## src/rtl/bcd_seq_alu_pkg.sv

```systemverilog
// Purpose: op codes and FSM state encoding shared by the sequential BCD ALU and its bench.
// Latency: n/a (declarations only).
// Backpressure: n/a. Optional DIV states exist only when BCD_SEQ_ALU_DIV_EN is defined.
package bcd_seq_alu_pkg;

   // Three-bit op code leaves encodings 4..7 free, and these are rejected as unsupported.
   localparam int          OP_W   = 3;
   localparam logic [2:0]  OP_ADD = 3'd0;
   localparam logic [2:0]  OP_SUB = 3'd1;
   localparam logic [2:0]  OP_MUL = 3'd2;
   localparam logic [2:0]  OP_DIV = 3'd3;

   typedef enum logic [2:0] {
      S_IDLE      = 3'd0,
      S_ADD       = 3'd1,
      S_SUB_FIX   = 3'd2,
      S_MUL_SHIFT = 3'd3,
      S_MUL_ADD   = 3'd4,
`ifdef BCD_SEQ_ALU_DIV_EN
      S_DIV_SHIFT = 3'd5,
      S_DIV_SUB   = 3'd6,
`endif
      S_DONE      = 3'd7
   } state_t;

endpackage

```

## src/rtl/bcd_seq_alu_nines.sv

```systemverilog
// Purpose: per-digit 9's complement (9 - d) of a packed BCD word.
// Latency: combinational, zero cycles.
// Backpressure: none; pure function of the input.
module bcd_seq_alu_nines #(
   parameter int DIGITS = 4
) (
   input  logic [DIGITS*4-1:0] i_num,
   output logic [DIGITS*4-1:0] o_num
);

   genvar g;
   for (g = 0; g < DIGITS; g++) begin : g_dig
      assign o_num[g*4 +: 4] = 4'd9 - i_num[g*4 +: 4];
   end

endmodule

```

## src/rtl/bcd_seq_alu.sv

```systemverilog
// Purpose: multi-cycle BCD ALU (ADD, signed SUB, MUL, optional DIV via BCD_SEQ_ALU_DIV_EN).
// Latency: ADD 2, SUB 3, MUL 2+N+sum(b digits), DIV 2+N+sum(q digits), error 1 cycle.
// Backpressure: start/busy/done; i_start ignored while o_busy, results held until next start.
module bcd_seq_alu
   import bcd_seq_alu_pkg::*;
#(
   parameter int NUM_DIGITS = 4,
   parameter int CNT_WIDTH  = $clog2(NUM_DIGITS + 1)
) (
   input  logic                    i_clk,
   input  logic                    i_rst,
   input  logic                    i_start,
   input  logic [OP_W-1:0]         i_op_code,
   input  logic [NUM_DIGITS*4-1:0] i_num_a,
   input  logic [NUM_DIGITS*4-1:0] i_num_b,
   output logic                    o_busy,
   output logic                    o_done,
   output logic [NUM_DIGITS*4-1:0] o_num,
   output logic [NUM_DIGITS*4-1:0] o_rem,
   output logic                    o_neg,
   output logic                    o_ovf,
   output logic                    o_err,
   output logic                    o_zero
);

   localparam int W  = NUM_DIGITS * 4;
   localparam int WX = W + 4;            // one spare digit: carry digit, and r*10 during DIV
`ifdef BCD_SEQ_ALU_DIV_EN
   localparam int NC_W = WX;
`else
   localparam int NC_W = W;
`endif

   state_t                r_state;
   logic [OP_W-1:0]       r_op;
   logic [W-1:0]          r_a;
   logic [W-1:0]          r_b;
   logic [W-1:0]          r_acc;        // sum / difference / product / quotient
   logic [CNT_WIDTH-1:0]  r_cnt;
   logic [3:0]            r_units;
   logic                  r_carry;
   logic                  r_busy;
   logic                  r_done;
   logic [W-1:0]          r_num;
   logic                  r_neg;
   logic                  r_ovf;
   logic                  r_err;
   logic                  r_zero;
`ifdef BCD_SEQ_ALU_DIV_EN
   logic [WX-1:0]         r_rem;
   logic [W-1:0]          r_orem;
   logic [WX-1:0]         w_rem_shift;
   logic                  w_ge_shift;
   logic                  w_ge_sub;
`endif

   logic [NC_W-1:0]       w_nc_in;
   logic [NC_W-1:0]       w_nines;
   logic [WX-1:0]         w_add_x;
   logic [WX-1:0]         w_add_y;
   logic                  w_add_cin;
   logic [WX-1:0]         w_sum;
   logic [4:0]            w_dsum;
   logic                  w_c;
   logic                  w_carry;

   bcd_seq_alu_nines #(.DIGITS(NC_W / 4)) u_nines (
      .i_num (w_nc_in),
      .o_num (w_nines)
   );

   // Operand steering for the single shared adder and the complementer.
   always_comb begin
      w_nc_in   = '0;
      w_nc_in[W-1:0] = r_b;
      w_add_x   = {4'h0, r_a};
      w_add_y   = {4'h0, r_b};
      w_add_cin = 1'b0;
      case (r_state)
         S_ADD: begin
            if (r_op == OP_SUB) begin
               // a + 9's(b) + 1; the spare digit stays 0 so it reports the carry.
               w_add_y   = {4'h0, w_nines[W-1:0]};
               w_add_cin = 1'b1;
            end
         end
         S_SUB_FIX: begin
            // 10's complement of the negative-range sum: 0 + 9's(acc) + 1.
            w_nc_in[W-1:0] = r_acc;
            w_add_x   = '0;
            w_add_y   = {4'h0, w_nines[W-1:0]};
            w_add_cin = 1'b1;
         end
         S_MUL_ADD: begin
            w_add_x = {4'h0, r_acc};
            w_add_y = {4'h0, r_a};
         end
`ifdef BCD_SEQ_ALU_DIV_EN
         S_DIV_SUB: begin
            // r - b over the full remainder width; final carry is discarded since r >= b.
            w_add_x   = r_rem;
            w_add_y   = w_nines;
            w_add_cin = 1'b1;
         end
`endif
         default: ;
      endcase
   end

   // Ripple BCD adder across all digits including the spare carry digit.
   always_comb begin
      w_sum  = '0;
      w_dsum = '0;
      w_c    = w_add_cin;
      for (int i = 0; i < NUM_DIGITS + 1; i++) begin
         w_dsum = {1'b0, w_add_x[i*4 +: 4]} + {1'b0, w_add_y[i*4 +: 4]} + {4'b0, w_c};
         if (w_dsum > 5'd9) begin
            w_sum[i*4 +: 4] = 4'(w_dsum - 5'd10);
            w_c             = 1'b1;
         end else begin
            w_sum[i*4 +: 4] = w_dsum[3:0];
            w_c             = 1'b0;
         end
      end
   end

   // Spare digit of the sum is 0 or 1 for the N-digit ops, so any set bit is the carry.
   assign w_carry = |w_sum[WX-1:W];

`ifdef BCD_SEQ_ALU_DIV_EN
   // Packed BCD orders the same as its value, so a plain unsigned compare is r >= b.
   assign w_rem_shift = {r_rem[W-1:0], r_a[W-1 -: 4]};
   assign w_ge_shift  = w_rem_shift >= {4'h0, r_b};
   assign w_ge_sub    = w_sum >= {4'h0, r_b};
`endif

   // Control FSM with all datapath and output registers.
   always_ff @(posedge i_clk) begin
      if (i_rst) begin
         r_state <= S_IDLE;
         r_op    <= '0;
         r_a     <= '0;
         r_b     <= '0;
         r_acc   <= '0;
         r_cnt   <= '0;
         r_units <= '0;
         r_carry <= 1'b0;
         r_busy  <= 1'b0;
         r_done  <= 1'b0;
         r_num   <= '0;
         r_neg   <= 1'b0;
         r_ovf   <= 1'b0;
         r_err   <= 1'b0;
         r_zero  <= 1'b1;
`ifdef BCD_SEQ_ALU_DIV_EN
         r_rem   <= '0;
         r_orem  <= '0;
`endif
      end else begin
         r_done <= 1'b0;
         case (r_state)
            S_IDLE: begin
               if (i_start) begin
                  r_op    <= i_op_code;
                  r_a     <= i_num_a;
                  r_b     <= i_num_b;
                  r_acc   <= '0;
                  r_cnt   <= '0;
                  r_units <= '0;
                  r_carry <= 1'b0;
                  r_neg   <= 1'b0;
                  r_ovf   <= 1'b0;
                  r_err   <= 1'b0;
                  r_busy  <= 1'b1;
`ifdef BCD_SEQ_ALU_DIV_EN
                  r_rem   <= '0;
                  r_orem  <= '0;
`endif
                  case (i_op_code)
                     OP_ADD, OP_SUB: r_state <= S_ADD;
                     OP_MUL:         r_state <= S_MUL_SHIFT;
`ifdef BCD_SEQ_ALU_DIV_EN
                     OP_DIV: begin
                        if (i_num_b == '0) begin
                           r_err   <= 1'b1;
                           r_state <= S_DONE;
                        end else begin
                           r_state <= S_DIV_SHIFT;
                        end
                     end
`endif
                     default: begin
                        r_err   <= 1'b1;
                        r_state <= S_DONE;
                     end
                  endcase
               end
            end
            S_ADD: begin
               r_acc   <= w_sum[W-1:0];
               r_carry <= w_carry;
               if (r_op == OP_ADD) begin
                  r_ovf   <= w_carry;
                  r_state <= S_DONE;
               end else begin
                  r_state <= S_SUB_FIX;
               end
            end
            S_SUB_FIX: begin
               // No carry means a < b: the sum is 10^N - (b - a), so negate it.
               if (!r_carry) begin
                  r_acc <= w_sum[W-1:0];
                  r_neg <= 1'b1;
               end
               r_state <= S_DONE;
            end
            S_MUL_SHIFT: begin
               // The visit after the last digit only hands over to DONE.
               if (r_cnt == CNT_WIDTH'(NUM_DIGITS)) begin
                  r_state <= S_DONE;
               end else begin
                  if (r_acc[W-1 -: 4] != 4'h0) r_ovf <= 1'b1;
                  r_acc   <= r_acc << 4;
                  r_b     <= r_b << 4;
                  r_units <= r_b[W-1 -: 4];
                  r_cnt   <= r_cnt + CNT_WIDTH'(1);
                  if (r_b[W-1 -: 4] != 4'h0) r_state <= S_MUL_ADD;
               end
            end
            S_MUL_ADD: begin
               r_acc   <= w_sum[W-1:0];
               if (w_carry) r_ovf <= 1'b1;
               r_units <= r_units - 4'd1;
               if (r_units == 4'd1) r_state <= S_MUL_SHIFT;
            end
`ifdef BCD_SEQ_ALU_DIV_EN
            S_DIV_SHIFT: begin
               if (r_cnt == CNT_WIDTH'(NUM_DIGITS)) begin
                  r_state <= S_DONE;
               end else begin
                  r_rem <= w_rem_shift;
                  r_acc <= r_acc << 4;
                  r_a   <= r_a << 4;
                  r_cnt <= r_cnt + CNT_WIDTH'(1);
                  if (w_ge_shift) r_state <= S_DIV_SUB;
               end
            end
            S_DIV_SUB: begin
               // Quotient digit is below 9 here, so the low digit never carries.
               r_rem        <= w_sum;
               r_acc[3:0]   <= r_acc[3:0] + 4'd1;
               if (!w_ge_sub) r_state <= S_DIV_SHIFT;
            end
`endif
            S_DONE: begin
               r_num   <= r_acc;
               r_zero  <= (r_acc == '0);
`ifdef BCD_SEQ_ALU_DIV_EN
               r_orem  <= r_rem[W-1:0];
`endif
               r_done  <= 1'b1;
               r_busy  <= 1'b0;
               r_state <= S_IDLE;
            end
            default: r_state <= S_IDLE;
         endcase
      end
   end

   assign o_busy = r_busy;
   assign o_done = r_done;
   assign o_num  = r_num;
   assign o_neg  = r_neg;
   assign o_ovf  = r_ovf;
   assign o_err  = r_err;
   assign o_zero = r_zero;
`ifdef BCD_SEQ_ALU_DIV_EN
   assign o_rem  = r_orem;
`else
   assign o_rem  = '0;
`endif

endmodule

```

## config.mk

```make
export PLATFORM = sky130hd
export DESIGN_NAME = bcd_seq_alu
export DESIGN_NICKNAME = d
export VERILOG_FILES = /design/src/rtl/bcd_seq_alu_pkg.sv /design/src/rtl/bcd_seq_alu_nines.sv /design/src/rtl/bcd_seq_alu.sv
export SDC_FILE = /design/constraint.sdc
export NUM_CORES = 1
export LEC_CHECK = 0
export BUFFER_PORTS_ARGS = -buffer_cell sky130_fd_sc_hd__buf_2
export CORE_MARGIN = 3
export CORE_UTILIZATION = 40
export DETAILED_ROUTE_END_ITERATION = 12
export GPL_ROUTABILITY_DRIVEN = 0
export PLACE_DENSITY_LB_ADDON = 0.1
export SYNTH_ARGS = -nofsm -noshare
export SYNTH_HDL_FRONTEND = slang
export SYNTH_SLANG_ARGS = --single-unit
```

## constraint.sdc

```tcl
create_clock -name i_clk -period 12.2 [get_ports i_clk]
set_clock_uncertainty 0.1 [all_clocks]
set_input_delay 1.83 -clock i_clk [delete_from_list [all_inputs] [get_ports i_clk]]
set_output_delay 1.83 -clock i_clk [all_outputs]
set_load 0.02 [all_outputs]
```

# Word level (Yosys, flattened, before mapping)
# Index checks and enable logic that the tools add are counted.
classes:
  addsub: 21
  mul: 0
  div_mod_pow: 0
  n_lt_le_gt_ge: 5
  n_eq_ne: 18
  n_shift: 0
  muxes: 48
  bitwise_logic: 0
  reduce_logical: 26
ops:
  columns: ["cell", "n"]
  rows:
  - ["16-bit 2-to-1 mux", 7]
  - ["16-bit one-hot mux with 2 select lines", 2]
  - ["16-bit one-hot mux with 4 select lines", 1]
  - ["16-bit one-hot mux with 3 select lines", 1]
  - ["4-bit 2-to-1 mux", 7]
  - ["5-bit by 1-bit adder with 5-bit output", 5]
  - ["5-bit by 4-bit greater-than comparator with 1-bit output, second input constant", 5]
  - ["3-bit 2-to-1 mux", 7]
  - ["4-bit by 4-bit adder with 5-bit output", 4]
  - ["4-bit subtractor, second input constant", 5]
  - ["16-bit zero test", 1]
  - ["4-bit nonzero test", 4]
  - ["4-bit subtractor, first input constant", 4]
  - ["3-bit one-hot mux with 5 select lines", 1]
  - ["1-bit 2-to-1 mux", 14]
  - ["2-bit inequality test, second input constant", 7]
  - ["3-bit one-hot mux with 2 select lines", 2]
  - ["4-bit one-hot mux with 3 select lines", 1]
  - ["3-bit AND reduction", 4]
  - ["3-bit by 1-bit == test with 1-bit output, second input constant", 3]
  - ["3-bit by 2-bit == test with 1-bit output, second input constant", 3]
  - ["3-bit == test, second input constant", 3]
  - ["3-bit zero test", 3]
  - ["1-bit one-hot mux with 2 select lines", 4]
  - ["14 further kinds", 20]
totals:
  ff_bits: 84
  latch_bits: 0
  ram_bits: 0
  rom_bits: 0
  input_bits: 38
  out_inout_bits: 38
  word_cells: 133
  mem_count: 0

# Depth between registers and ports, before layout
# Gate-level depths: netlist of run 1.
logic_depth:
  depth_word: 24
  ltp_mapped: 36
  ltp_nobuf: 34

# By module
# Synthesis of run 1 repeated with hierarchy kept, for this count alone.
hier_totals:
  cells_unflattened: 675
  hier_area_um2: 5397.7
by_module_without_submodules:
  columns: ["mod", "instances", "cells_per_inst", "area_per_inst_um2", "seq_area_each_um2"]
  rows:
  - ["bcd_seq_alu", 1, 651, 5237.5, 1681.6]
  - ["bcd_seq_alu_nines", 1, 24, 160.2, 0.0]

# Least setup slack after synthesis of run 1
# No wires, ideal clock.
synth_path:
  path_kind: "register -> register"
  start: "register r_state[0]"
  end: "register r_acc[14]"
  setup_time_ns: 0.075
  arrival_ns: 8.201
  required_time_ns: 12.025
  slack_ns: 3.823
  stages_incl_launch_ff: 34
  n_path_buf: 3
  period_less_slack_ns: 8.377
  cell_sequence: "dfxtp_1 > buf_4 > buf_2 > inv_1 > nand3_1 > buf_2 > mux2i_1 > ha_1 > a22oi_1 > nand2_1 > ha_1 > nor2b_1 > a221oi_1 > xor2_1 > o21ai_0 > fa_1 > inv_1 > fa_1 > and2_1 > o21ai_0 > fa_1 > inv_1 > fa_1 > xor2_1 > and2_1 > o211a_1 > fa_1 > fa_1 > xor2_1 > ha_1 > a22o_1 > o31ai_1 > mux2_2 > o22ai_1"
synth_via:
  elab_chain_len: 20
  word_cells_on_any_way: 39
  classes_between: "13 x add/sub; 4 x order compare; 7 x eq/ne; 11 x mux; 4 x reduce/logical"
synth_lines:
  columns: ["element", "line", "text"]
  rows:
  - ["start: declaration", "bcd_seq_alu.sv:34", "state_t r_state;"]
  - ["start signal: assignment", "bcd_seq_alu.sv:140", "r_state <= S_IDLE;"]
  - ["start signal: assignment", "bcd_seq_alu.sv:180", "OP_ADD, OP_SUB: r_state <= S_ADD;"]
  - ["start signal: assignment", "bcd_seq_alu.sv:181", "OP_MUL: r_state <= S_MUL_SHIFT;"]
  - ["3-bit by 2-bit == test with 1-bit output", "bcd_seq_alu.sv:79, bcd_seq_alu.sv:161", null]
  - ["16-bit 2-to-1 mux", "bcd_seq_alu.sv:79", "case (r_state)"]
  - ["4-bit subtractor", "bcd_seq_alu_nines.sv:13", "assign o_num[g*4 +: 4] = 4'd9 - i_num[g*4 +: 4];"]
  - ["16-bit 2-to-1 mux", "bcd_seq_alu.sv:81", "if (r_op == OP_SUB) begin"]
  - ["16-bit one-hot mux with 3 select lines", "bcd_seq_alu.sv:79", null]
  - ["4-bit by 4-bit adder with 5-bit output", "bcd_seq_alu.sv:116", "w_dsum = {1'b0, w_add_x[i*4 +: 4]} + {1'b0, w_add_y[i*4 +: 4]} + {4'b0, w_c};"]
  - ["5-bit by 1-bit adder with 5-bit output", "bcd_seq_alu.sv:116", null]
  - ["5-bit by 4-bit greater-than comparator with 1-bit output", "bcd_seq_alu.sv:117", "if (w_dsum > 5'd9) begin"]
  - ["[... 4 more ...]", null, null]
  - ["5-bit by 1-bit adder with 5-bit output", "bcd_seq_alu.sv:116", null]
  - ["5-bit by 4-bit greater-than comparator with 1-bit output", "bcd_seq_alu.sv:117", null]
  - ["1-bit 2-to-1 mux", "bcd_seq_alu.sv:117", null]
  - ["5-bit by 1-bit adder with 5-bit output", "bcd_seq_alu.sv:116", null]
  - ["4-bit subtractor or 5-bit by 4-bit greater-than comparator with 1-bit output (tied branches)", "bcd_seq_alu.sv:118, bcd_seq_alu.sv:117", null]
  - ["4-bit 2-to-1 mux", "bcd_seq_alu.sv:117", null]
  - ["16-bit 2-to-1 mux", "bcd_seq_alu.sv:211", "if (!r_carry) begin"]
  - ["16-bit one-hot mux with 4 select lines", "bcd_seq_alu.sv:161", "case (r_state)"]
  - ["end signal: assignment", "bcd_seq_alu.sv:212", "r_acc <= w_sum[W-1:0];"]
  - ["end signal: assignment", "bcd_seq_alu.sv:223", "r_acc <= r_acc << 4;"]
  - ["end signal: assignment", "bcd_seq_alu.sv:231", "r_acc <= w_sum[W-1:0];"]
  - ["end: declaration", "bcd_seq_alu.sv:38", "logic [W-1:0] r_acc;"]
# Parallel ways exist; a longest one is shown, timed or not. The select of a mux whose other input is x is not followed.
# A chain may end at the register's enable or synchronous reset.

# Final worst setup path of run 1
layout_path:
  start: "register r_state[1]"
  end: "register r_acc[14]"
# Same word-level chain as after synthesis.

==> run_summary.xml, run 1 <==
<?xml version="1.0" encoding="UTF-8"?>
<metrics>
  <group name="finish">
    <metric name="syn_to_final_growth" unit="%">11.6</metric>
    <metric name="layout.filler_cells" unit="">1333</metric>
    <metric name="layout-drive-gt1-share" unit="%">12.2</metric>
    <metric name="insertedDiodeCount" unit="">0</metric>
    <metric name="layout.core_utilization" unit="%">46.7</metric>
    <metric name="nNetsFinal" unit="">803</metric>
  </group>
  <group name="placed_design">
    <metric name="post-dp-hpwl" unit="µm">11500</metric>
    <metric name="placement.io_buffers" unit="">59</metric>
  </group>
  <group name="yosys">
    <metric name="synth_compound_area_share" unit="%">26.8</metric>
    <metric name="synth_most_common_cell" unit="">nand2_1</metric>
    <metric name="yosys_warnings" unit="">0</metric>
    <metric name="synthArstFlopShare" unit="%">0</metric>
    <metric name="netlist.area_leader.share" unit="%">31.2</metric>
    <metric name="synth-simple-area-share" unit="%">21.2</metric>
    <metric name="post_synthesis_share_of_cell_area_spent_on_xor_and_xnor_gates" unit="%">2.11</metric>
    <metric name="count_of_flip_flops_with_a_built_in_enable_after_synthesis" unit="">0</metric>
    <metric name="average_cell_area_after_synthesis" unit="µm²">7.75</metric>
    <metric name="synth_common_cells" unit="">nand2_1 (136), dfxtp_1 (84), a21oi_1 (73), nor2_1 (51), a22oi_1 (34)</metric>
    <metric name="yosys_register_bits" unit="">84</metric>
    <metric name="post_synthesis_adder_cell_area_fraction" unit="%">8.54</metric>
    <metric name="syn_inst" unit="">696</metric>
    <metric name="yosysUniqueCellTypes" unit="">62</metric>
    <metric name="ys_seq_area_share" unit="%">31.2</metric>
    <metric name="synth.area.mux_share" unit="%">2.25</metric>
    <metric name="synth_area_leader_cell" unit="">dfxtp_1</metric>
    <metric name="ys_dominant_reg_cell" unit="">dfxtp_1</metric>
    <metric name="synth_top_family_by_area" unit="">compound AO/OA/AOI/OAI gates</metric>
    <metric name="synth_area" unit="µm²">5390</metric>
    <metric name="synth_top_cells_by_area" unit="">dfxtp_1 (31%), nand2_1 (9.5%), a21oi_1 (6.8%)</metric>
  </group>
  <group name="sta">
    <metric name="fmax" unit="MHz">103</metric>
    <metric name="timing.final.crit_period" unit="ns">9.70</metric>
    <metric name="rsz_0062_raised_after_global_routing" unit="">false</metric>
    <metric name="setup_violations" unit="">0</metric>
    <metric name="timing_hold_violations_final" unit="">0</metric>
    <metric name="timing.slew.headroom" unit="%">27.2</metric>
    <metric name="final_max_slew_viol_count" unit="">0</metric>
    <metric name="period_share" unit="%">79.5</metric>
    <metric name="worstMarginPinSlew" unit="ns">1.09</metric>
    <metric name="setup-tns-final" unit="ns">0</metric>
  </group>
  <group name="grt">
    <metric name="vias_in_the_first_global_route" unit="">4944</metric>
    <metric name="grt_pass1_wl" unit="µm">25300</metric>
    <metric name="pin_count_of_the_biggest_net_entering_global_routing" unit="">84</metric>
    <metric name="grt_overflow" unit="">0</metric>
    <metric name="grt_antenna_before_repair" unit="">0</metric>
    <metric name="global_route.usage.total" unit="%">21.7</metric>
  </group>
  <group name="clocking">
    <metric name="tritoncts" unit="">built</metric>
    <metric name="clock_latency" unit="ns">0.34</metric>
    <metric name="hold_buffers" unit="">0</metric>
    <metric name="cts_buffers" unit="">9</metric>
    <metric name="post_cts_buffers" unit="">0</metric>
    <metric name="cts-resized-gates" unit="">0</metric>
    <metric name="clock-root-buffer" unit="">clkbuf_16</metric>
    <metric name="cts_sinks" unit="">84</metric>
    <metric name="clk_path_buf_depth" unit="">2</metric>
    <metric name="clk_transition_reported_paths" unit="ns">0.06</metric>
    <metric name="cts-htree-levels" unit="">3</metric>
  </group>
  <group name="worst_setup_path">
    <metric name="cp_common_cell" unit="">fa_1</metric>
    <metric name="timing.rr.start" unit="">r_state[1]$_SDFFE_PP0P_</metric>
    <metric name="cp-end-kind" unit="">flop</metric>
    <metric name="crit_path_max_fanout" unit="">25</metric>
    <metric name="worstSetupStartpoint" unit="">r_state[1]$_SDFFE_PP0P_</metric>
    <metric name="critPathLaunchType" unit="">flop</metric>
    <metric name="timing.critical_path.required" unit="ns">12.37</metric>
    <metric name="critical-path-max-stage-delay" unit="ns">0.82</metric>
    <metric name="standard_cell_with_the_maximum_stage_delay_on_the_critical_path" unit="">nand3_1</metric>
    <metric name="crit_type" unit="">reg2reg</metric>
    <metric name="worst_ep_arrival_time" unit="ns">9.87</metric>
  </group>
  <group name="routing">
    <metric name="finalWirelength" unit="µm">15800</metric>
    <metric name="via_per_inst" unit="">5.67</metric>
    <metric name="drtIter0Drc" unit="">477</metric>
    <metric name="ant_nets" unit="">0</metric>
    <metric name="num_vias" unit="">5145</metric>
    <metric name="drt_first_pass_iters" unit="">5</metric>
    <metric name="detail_route.wl_per_cell" unit="µm">17.4</metric>
    <metric name="detail_route.drc_violations" unit="">0</metric>
  </group>
  <group name="power">
    <metric name="p_leak" unit="nW">2.46</metric>
    <metric name="ir_drop" unit="V">0.000195</metric>
    <metric name="pwr_density" unit="nW/µm²">282</metric>
  </group>
  <group name="hold_path">
    <metric name="hold_path.startpoint" unit="">o_num[7]$_SDFFE_PP0P_</metric>
    <metric name="min-delay-path-class" unit="">reg2reg</metric>
  </group>
  <group name="outcome">
    <metric name="status" unit="">completed</metric>
  </group>
  <group name="floorplan">
    <metric name="initial_utilization" unit="%">41.9</metric>
    <metric name="dieArea" unit="µm²">14900</metric>
    <metric name="dieWidth" unit="µm">122</metric>
    <metric name="fp.dieH" unit="µm">122</metric>
    <metric name="pin_count" unit="">76</metric>
    <metric name="floorplan.rows" unit="">41</metric>
    <metric name="placeableCoreArea" unit="µm²">12900</metric>
  </group>
  <group name="flow_run">
    <metric name="max-cap-violations" unit="">0</metric>
  </group>
</metrics>
-- report_power, final --
part / total, mW / internal, mW / switching, mW
sequential: 0.466 / 0.342 / 0.125
combinational: 0.955 / 0.399 / 0.556
clock: 0.273 / 0.167 / 0.106
total: 1.70 / 0.908 / 0.787
-- cell usage in the layout (no fill, tap or decap), drive strengths merged, types with 16 or more instances in the layout --
master    n
nor2     51
a21oi    74
inv      32
ha       24
conb     16
a22oi    34
dfxtp    84
nand2   136
o21ai    16
buf      68
-- cells by family after synthesis --
kind of cell    after synthesis
simple gates                255
compound gates              210
fa+ha+maj                    32
flops                        84
mux                          12
xor+xnor                     13
buf+inv                      89
other cells                   1
-- state kept, by name (all words and copies together), names as in the netlist, 3 cells and up --
signal and flops:
r_b 16, r_state 3, r_acc 16, r_a 16, r_cnt 3, o_num 16, r_op 3, r_units 4
-- per-layer routing --
metal,global-route usage [%],part of all wire [%],vias to the layer above
met5,0,0,-
met1,29.0,46,2463
met2,35.4,46,140
li1,-,-,2517
met3,4.09,4.7,25
met4,7.14,2.5,0
-- stage by stage --
stage               setup WS, ns  cell area (µm²)  hold WS [ns]  instances  total power, mW
global placement            2.84             5730         0.341        894             1.39
finish                      2.50             6020         0.350        908             1.70
floorplan                   3.82             5450         0.344        711             1.18
detailed placement          2.56             5730         0.345        894             1.41
CTS                         2.49             6020         0.353        908             1.69
global route                1.70             6020         0.372        908             1.84
-- path summary, 6_finish.rpt --
kind / to / slack, ns / depth (start not counted)
max: r_acc[14]$_SDFFE_PP0P_ / 2.50 / 30
min reg2reg: o_num[7]$_SDFFE_PP0P_ / 0.35 / 2
max reg2reg: r_acc[14]$_SDFFE_PP0P_ / 2.50 / 30
min: o_num[7]$_SDFFE_PP0P_ / 0.35 / 2
-- area by class of cell --
type	instances	area [µm²]	share of cell area (%)
clock buffer	12	256	4.26
clock inverter	2	35.0	0.582
inverter	32	120	2.00
multi-input combinational	538	3350	55.6
sequential	84	1680	27.9
tap	172	215	3.58
timing repair buffer	68	363	6.03
-- critical path, delay by kind of cell (launching register included) --
family | cells | cell delay, ns
buf+inv | 2 | 0.17
simple gates | 5 | 1.48
mux | 2 | 0.77
xor+xnor | 4 | 0.97
compound gates | 8 | 2.02
flops | 1 | 0.81
fa+ha+maj | 9 | 3.29
Note: power is estimated with default switching activity, not from simulation.
==> run 2: changes to the inputs <==
==> constraint.sdc (replaced) <==
create_clock -name i_clk -period 8.48 [get_ports i_clk]
set_clock_uncertainty 0.1 [all_clocks]
set_input_delay 1.272 -clock i_clk [delete_from_list [all_inputs] [get_ports i_clk]]
set_output_delay 1.272 -clock i_clk [all_outputs]
set_load 0.02 [all_outputs]
==> run_summary.xml, run 2 (synthesis gave the netlist of run 1 again) <==
<?xml version="1.0" encoding="UTF-8"?>
<metrics>
  <group name="worst_setup_path">
    <metric name="timing.critical_path.required" unit="ns">8.58</metric>
    <metric name="crit_type" unit="">reg2reg</metric>
    <metric name="standard_cell_with_the_maximum_stage_delay_on_the_critical_path" unit="">or4b_4</metric>
    <metric name="cpLargestDelayFamily" unit="">adder cells</metric>
    <metric name="cp.buffers_inverters" unit="">3</metric>
    <metric name="cp_common_cell" unit="">xor2_1</metric>
    <metric name="cp-end-kind" unit="">flop</metric>
    <metric name="critPathLaunchType" unit="">flop</metric>
    <metric name="worst_ep_arrival_time" unit="ns">8.16</metric>
    <metric name="critical-path-max-stage-delay" unit="ns">0.55</metric>
    <metric name="crit_path_max_fanout" unit="">6</metric>
  </group>
  <group name="placed_design">
    <metric name="placement.io_buffers" unit="">59</metric>
    <metric name="post-dp-hpwl" unit="µm">11800</metric>
    <metric name="post-place-ws" unit="ns">-0.0156</metric>
    <metric name="dp_cells" unit="">914</metric>
  </group>
  <group name="finish">
    <metric name="insertedDiodeCount" unit="">0</metric>
    <metric name="layout_commonest_cell" unit="">nand2_1</metric>
    <metric name="nNetsFinal" unit="">823</metric>
    <metric name="layout.core_utilization" unit="%">48.1</metric>
    <metric name="layout.cells.most_common_list" unit="">nand2_1 (136), dfxtp_1 (84), a21oi_1 (73)</metric>
    <metric name="post_layout_nonfiller_instances" unit="">929</metric>
    <metric name="layout-drive-gt1-share" unit="%">16.0</metric>
    <metric name="syn_to_final_growth" unit="%">14.8</metric>
    <metric name="layout.filler_cells" unit="">1299</metric>
  </group>
  <group name="sta">
    <metric name="setup_violations" unit="">0</metric>
    <metric name="final_ws_setup" unit="ns">0.421</metric>
    <metric name="rsz_0062_raised_after_global_routing" unit="">false</metric>
    <metric name="fmax" unit="MHz">124</metric>
    <metric name="timing.slew.headroom" unit="%">30.9</metric>
    <metric name="timing.final.crit_period" unit="ns">8.06</metric>
    <metric name="timing_hold_violations_final" unit="">0</metric>
    <metric name="setup-tns-final" unit="ns">0</metric>
    <metric name="period_share" unit="%">95.0</metric>
    <metric name="worstMarginPinSlew" unit="ns">1.03</metric>
    <metric name="final_max_slew_viol_count" unit="">0</metric>
  </group>
  <group name="floorplan">
    <metric name="dieWidth" unit="µm">122</metric>
    <metric name="initial_utilization" unit="%">41.9</metric>
    <metric name="dieArea" unit="µm²">14900</metric>
    <metric name="fp.dieH" unit="µm">122</metric>
    <metric name="floorplan.rows" unit="">41</metric>
    <metric name="pin_count" unit="">76</metric>
    <metric name="placeableCoreArea" unit="µm²">12900</metric>
  </group>
  <group name="grt">
    <metric name="globalRouteMet2Util" unit="%">34.6</metric>
    <metric name="met1_usage" unit="%">29.0</metric>
    <metric name="pin_count_of_the_biggest_net_entering_global_routing" unit="">84</metric>
    <metric name="grt_pass1_wl" unit="µm">25400</metric>
    <metric name="grt_antenna_before_repair" unit="">0</metric>
    <metric name="grt_overflow" unit="">0</metric>
    <metric name="vias_in_the_first_global_route" unit="">4923</metric>
    <metric name="gr-max-usage-layer" unit="">met2</metric>
    <metric name="global_route.usage.total" unit="%">21.8</metric>
    <metric name="use_met3" unit="%">5.34</metric>
  </group>
  <group name="routing">
    <metric name="drt_first_pass_iters" unit="">5</metric>
    <metric name="num_vias" unit="">5152</metric>
    <metric name="detail_route.drc_violations" unit="">0</metric>
    <metric name="finalWirelength" unit="µm">16000</metric>
    <metric name="ant_nets" unit="">0</metric>
    <metric name="via_per_inst" unit="">5.55</metric>
    <metric name="detail_route.wl_per_cell" unit="µm">17.3</metric>
    <metric name="drtIter0Drc" unit="">397</metric>
  </group>
  <group name="power">
    <metric name="pwr_density" unit="nW/µm²">409</metric>
    <metric name="p_leak" unit="nW">2.55</metric>
    <metric name="post-layout-total-power" unit="mW">2.53</metric>
    <metric name="ir_drop" unit="V">0.000219</metric>
  </group>
  <group name="clocking">
    <metric name="cts_sinks" unit="">84</metric>
    <metric name="clock_latency" unit="ns">0.35</metric>
    <metric name="cts-htree-levels" unit="">3</metric>
    <metric name="cts_buffers" unit="">9</metric>
    <metric name="tritoncts" unit="">built</metric>
    <metric name="clock-root-buffer" unit="">clkbuf_16</metric>
    <metric name="clk_transition_reported_paths" unit="ns">0.06</metric>
    <metric name="clk_path_buf_depth" unit="">2</metric>
    <metric name="post_cts_buffers" unit="">0</metric>
  </group>
  <group name="hold_path">
    <metric name="min-delay-path-class" unit="">reg2reg</metric>
  </group>
  <group name="outcome">
    <metric name="status" unit="">completed</metric>
  </group>
  <group name="flow_run">
    <metric name="max-cap-violations" unit="">0</metric>
  </group>
</metrics>
## run 2: changes by cell type in the layout (fill, tap and decap cells not counted), sizes merged
cell      delta
clkinvlp     +3
clkinv       -1
bufinv       -1
buf         +20
## run 2: path summary, 6_finish.rpt
check | from | endpoint | slack (ns) | depth (start not counted)
worst max-delay path | r_op[2]$_SDFFE_PP0P_ | r_acc[13]$_SDFFE_PP0P_ | 0.42 | 30
worst min-delay path | o_num[12]$_SDFFE_PP0P_ | o_num[12]$_SDFFE_PP0P_ | 0.35 | 2
worst max register to register | r_op[2]$_SDFFE_PP0P_ | r_acc[13]$_SDFFE_PP0P_ | 0.42 | 30
worst min register to register | o_num[12]$_SDFFE_PP0P_ | o_num[12]$_SDFFE_PP0P_ | 0.35 | 2
## run 2: cell type report
cell class | instances | area [µm²] | share of cell area, %
multi-input combinational | 538 | 3380 | 54.6
sequential | 84 | 1680 | 27.2
timing repair buffer | 88 | 513 | 8.28
clock buffer | 12 | 256 | 4.14
tap | 172 | 215 | 3.48
inverter | 32 | 120 | 1.94
clock inverter | 3 | 22.5 | 0.364
## run 2: repair_timing
item,4_1_cts,5_1_grt
gates resized for setup,1,12
endpoints found under the setup margin,2,5
hold buffers,0,0
pin swaps,0,3
## run 2: where the power goes
group          switching, mW  internal [mW]  total (mW)
Sequential             0.135          0.492       0.626
Clock                  0.159          0.213       0.372
Combinational          0.887          0.649        1.54
## run 2: layer usage
layer | part of all wire [%] | wire (µm) | up-vias
met2 | 45 | 7240 | 153
met3 | 5.4 | 864 | 29
met1 | 47 | 7480 | 2422
li1 | - | - | 2548
met5 | 0 | 0 | -
met4 | 2.7 | 438 | 0
## run 2: metrics by stage
stage                     instance area, µm²  hold WS [ns]
after floorplan                         5450         0.344
after global placement                  5880         0.338
after detailed placement                5880         0.349
after CTS                               6160         0.357
after global routing                    6190         0.371
final                                   6190         0.353
## run 2: tightest hold or removal path, cell delays in order (launching register included)
cell and delay, ns:
dfxtp_1 0.31, nand2_1 0.05, a21oi_1 0.05
==> run 3: changes to the inputs <==
--- a/config.mk
+++ b/config.mk
@@ -7,7 +7,7 @@
 export LEC_CHECK = 0
 export BUFFER_PORTS_ARGS = -buffer_cell sky130_fd_sc_hd__buf_2
 export CORE_MARGIN = 3
-export CORE_UTILIZATION = 40
+export CORE_UTILIZATION = 39
 export DETAILED_ROUTE_END_ITERATION = 12
 export GPL_ROUTABILITY_DRIVEN = 0
 export PLACE_DENSITY_LB_ADDON = 0.1
==> run_summary.xml, run 3 (synthesis gave the netlist of run 1 again) <==
<?xml version="1.0" encoding="UTF-8"?>
<metrics>
  <group name="power">
    <metric name="ir_drop" unit="V">0.000149</metric>
    <metric name="p_leak" unit="nW">2.57</metric>
    <metric name="internal_power" unit="mW">1.39</metric>
    <metric name="p_seq_share" unit="%">24.3</metric>
    <metric name="pwr_density" unit="nW/µm²">417</metric>
    <metric name="share_comb_of_total_power" unit="%">60.4</metric>
    <metric name="power.switching" unit="mW">1.20</metric>
    <metric name="share_clk_of_total_power" unit="%">15.3</metric>
    <metric name="p_sw_share" unit="%">46.4</metric>
  </group>
  <group name="routing">
    <metric name="detail_route.drc_violations" unit="">0</metric>
    <metric name="finalWirelength" unit="µm">16500</metric>
    <metric name="via_per_inst" unit="">5.54</metric>
    <metric name="drt_first_pass_iters" unit="">5</metric>
    <metric name="drtIter0Drc" unit="">456</metric>
    <metric name="num_vias" unit="">5173</metric>
    <metric name="ant_nets" unit="">0</metric>
    <metric name="detail_route.wl_per_cell" unit="µm">17.7</metric>
  </group>
  <group name="worst_setup_path">
    <metric name="reg2reg_slack" unit="ns">0.33</metric>
    <metric name="timing.critical_path.required" unit="ns">8.60</metric>
    <metric name="timing.rr.start" unit="">r_op[2]$_SDFFE_PP0P_</metric>
    <metric name="critical-path-max-stage-delay" unit="ns">0.55</metric>
    <metric name="critical_path.endpoint" unit="">r_acc[13]$_SDFFE_PP0P_</metric>
    <metric name="standard_cell_with_the_maximum_stage_delay_on_the_critical_path" unit="">or4b_4</metric>
    <metric name="crit_type" unit="">reg2reg</metric>
    <metric name="worstSetupStartpoint" unit="">r_op[2]$_SDFFE_PP0P_</metric>
    <metric name="cp-end-kind" unit="">flop</metric>
    <metric name="worst_ep_arrival_time" unit="ns">8.27</metric>
    <metric name="critPathLaunchType" unit="">flop</metric>
    <metric name="crit_path_max_fanout" unit="">5</metric>
    <metric name="crit-reg2reg-capture" unit="">r_acc[13]$_SDFFE_PP0P_</metric>
    <metric name="worst-r2r-cell-count" unit="">29</metric>
  </group>
  <group name="sta">
    <metric name="worstMarginPinSlew" unit="ns">1.13</metric>
    <metric name="timing_hold_violations_final" unit="">0</metric>
    <metric name="fmax" unit="MHz">123</metric>
    <metric name="timing.slew.headroom" unit="%">24.5</metric>
    <metric name="final_max_slew_viol_count" unit="">0</metric>
    <metric name="setup_violations" unit="">0</metric>
    <metric name="period_share" unit="%">96.1</metric>
    <metric name="timing.final.crit_period" unit="ns">8.15</metric>
  </group>
  <group name="floorplan">
    <metric name="dieWidth" unit="µm">124</metric>
    <metric name="dieArea" unit="µm²">15300</metric>
    <metric name="fp.dieH" unit="µm">124</metric>
    <metric name="placeableCoreArea" unit="µm²">13400</metric>
    <metric name="pin_count" unit="">76</metric>
    <metric name="floorplan.rows" unit="">42</metric>
    <metric name="initial_utilization" unit="%">40.2</metric>
  </group>
  <group name="clocking">
    <metric name="clk_transition_reported_paths" unit="ns">0.06</metric>
    <metric name="clock-root-buffer" unit="">clkbuf_16</metric>
    <metric name="cts_buffers" unit="">9</metric>
    <metric name="cts_sinks" unit="">84</metric>
    <metric name="cts-htree-levels" unit="">3</metric>
    <metric name="clock_latency" unit="ns">0.35</metric>
    <metric name="tritoncts" unit="">built</metric>
    <metric name="clk_path_buf_depth" unit="">2</metric>
  </group>
  <group name="finish">
    <metric name="layout.filler_cells" unit="">1364</metric>
    <metric name="final_area" unit="µm²">6220</metric>
    <metric name="layout.core_utilization" unit="%">46.5</metric>
    <metric name="nNetsFinal" unit="">824</metric>
    <metric name="syn_to_final_growth" unit="%">15.4</metric>
    <metric name="post_layout_nonfiller_instances" unit="">933</metric>
    <metric name="layout-drive-gt1-share" unit="%">16.1</metric>
    <metric name="layout_commonest_cell" unit="">nand2_1</metric>
    <metric name="insertedDiodeCount" unit="">0</metric>
    <metric name="layout.cells.most_common_list" unit="">nand2_1 (136), dfxtp_1 (83), a21oi_1 (73)</metric>
  </group>
  <group name="flow_run">
    <metric name="max-cap-violations" unit="">0</metric>
  </group>
  <group name="grt">
    <metric name="grt_overflow" unit="">0</metric>
    <metric name="grt_antenna_before_repair" unit="">0</metric>
    <metric name="global_route.usage.total" unit="%">22.1</metric>
    <metric name="grt_pass1_wl" unit="µm">25900</metric>
    <metric name="vias_in_the_first_global_route" unit="">5000</metric>
    <metric name="pin_count_of_the_biggest_net_entering_global_routing" unit="">47</metric>
  </group>
  <group name="hold_path">
    <metric name="min-delay-path-class" unit="">reg2reg</metric>
  </group>
  <group name="placed_design">
    <metric name="dp_cells" unit="">918</metric>
    <metric name="placement.io_buffers" unit="">59</metric>
    <metric name="placedInstanceArea" unit="µm²">5880</metric>
    <metric name="post-dp-hpwl" unit="µm">11900</metric>
  </group>
  <group name="outcome">
    <metric name="status" unit="">completed</metric>
  </group>
</metrics>
[run 3: per-stage QoR]
stage	setup WS [ns]	TNS (ns)	hold slack (ns)	total power, mW
after floorplan	0.104	0	0.344	1.69
after global placement	0.122	0	0.339	2.08
after detailed placement	-0.0895	-0.173	0.344	2.12
after CTS	0.0750	0	0.353	2.54
after global routing	-0.0482	-0.0557	0.367	2.80
final	0.330	0	0.351	2.59
[run 3: critical path, delay by kind of cell, from the launching register on]
family,cells,cell delay [ns]
adder cells (fa/ha/maj),9,3.58
AO/OA/AOI/OAI,8,1.37
flip-flops,1,0.32
AND/OR/NAND/NOR,5,1.51
buffers and inverters,3,0.33
XOR/XNOR,4,0.79
[run 3: area by class of cell]
| class | count | area, µm² | area share, % |
|---|---|---|---|
| well taps | 176 | 220 | 3.54 |
| multi-input cells | 538 | 3390 | 54.5 |
| clock buffers | 12 | 256 | 4.12 |
| clock inverters | 2 | 35.0 | 0.563 |
| repair buffers | 89 | 520 | 8.36 |
| flip-flops and latches | 84 | 1680 | 27.0 |
| inverters | 32 | 120 | 1.93 |
[run 3: worst min-delay path by stage]
stage          slack [ns]               endpoint                   from  depth (start not counted)
4_1_cts              0.35  o_num[0]$_SDFFE_PP0P_  o_num[0]$_SDFFE_PP0P_                          2
6_report             0.35  o_num[8]$_SDFFE_PP0P_  o_num[8]$_SDFFE_PP0P_                          2
3_5_place_dp         0.34  o_num[0]$_SDFFE_PP0P_  o_num[0]$_SDFFE_PP0P_                          2
3_3_place_gp         0.34  o_num[6]$_SDFFE_PP0P_  o_num[6]$_SDFFE_PP0P_                          2
2_1_floorplan        0.34   r_a[13]$_SDFFE_PP0P_   r_a[13]$_SDFFE_PP0P_                          2
5_1_grt              0.37  o_num[0]$_SDFFE_PP0P_  o_num[0]$_SDFFE_PP0P_                          2
[run 3: what timing repair did]
item / 4_1_cts / 5_1_grt
hold buffers: 0 / 0
gates resized for setup: 3 / 11
pin swaps: 0 / 2
setup buffers: 0 / 1
setup endpoints to repair: 3 / 5
[run 3: routing by layer]
layer	wire length [µm]	track usage (%)	vias to the layer above
met5	0	0	-
met4	189	6.44	0
met3	794	4.09	13
met2	8060	37.1	128
met1	7450	28.9	2478
li1	-	-	2554
[run 3: power by group through the flow]
stage	Clock [mW]	Sequential, mW	Combinational [mW]
CTS	0.408	0.626	1.51
global placement	0	0.633	1.45
detailed placement	0	0.633	1.49
global route	0.423	0.641	1.73
finish	0.398	0.630	1.57
floorplan	0	0.580	1.11
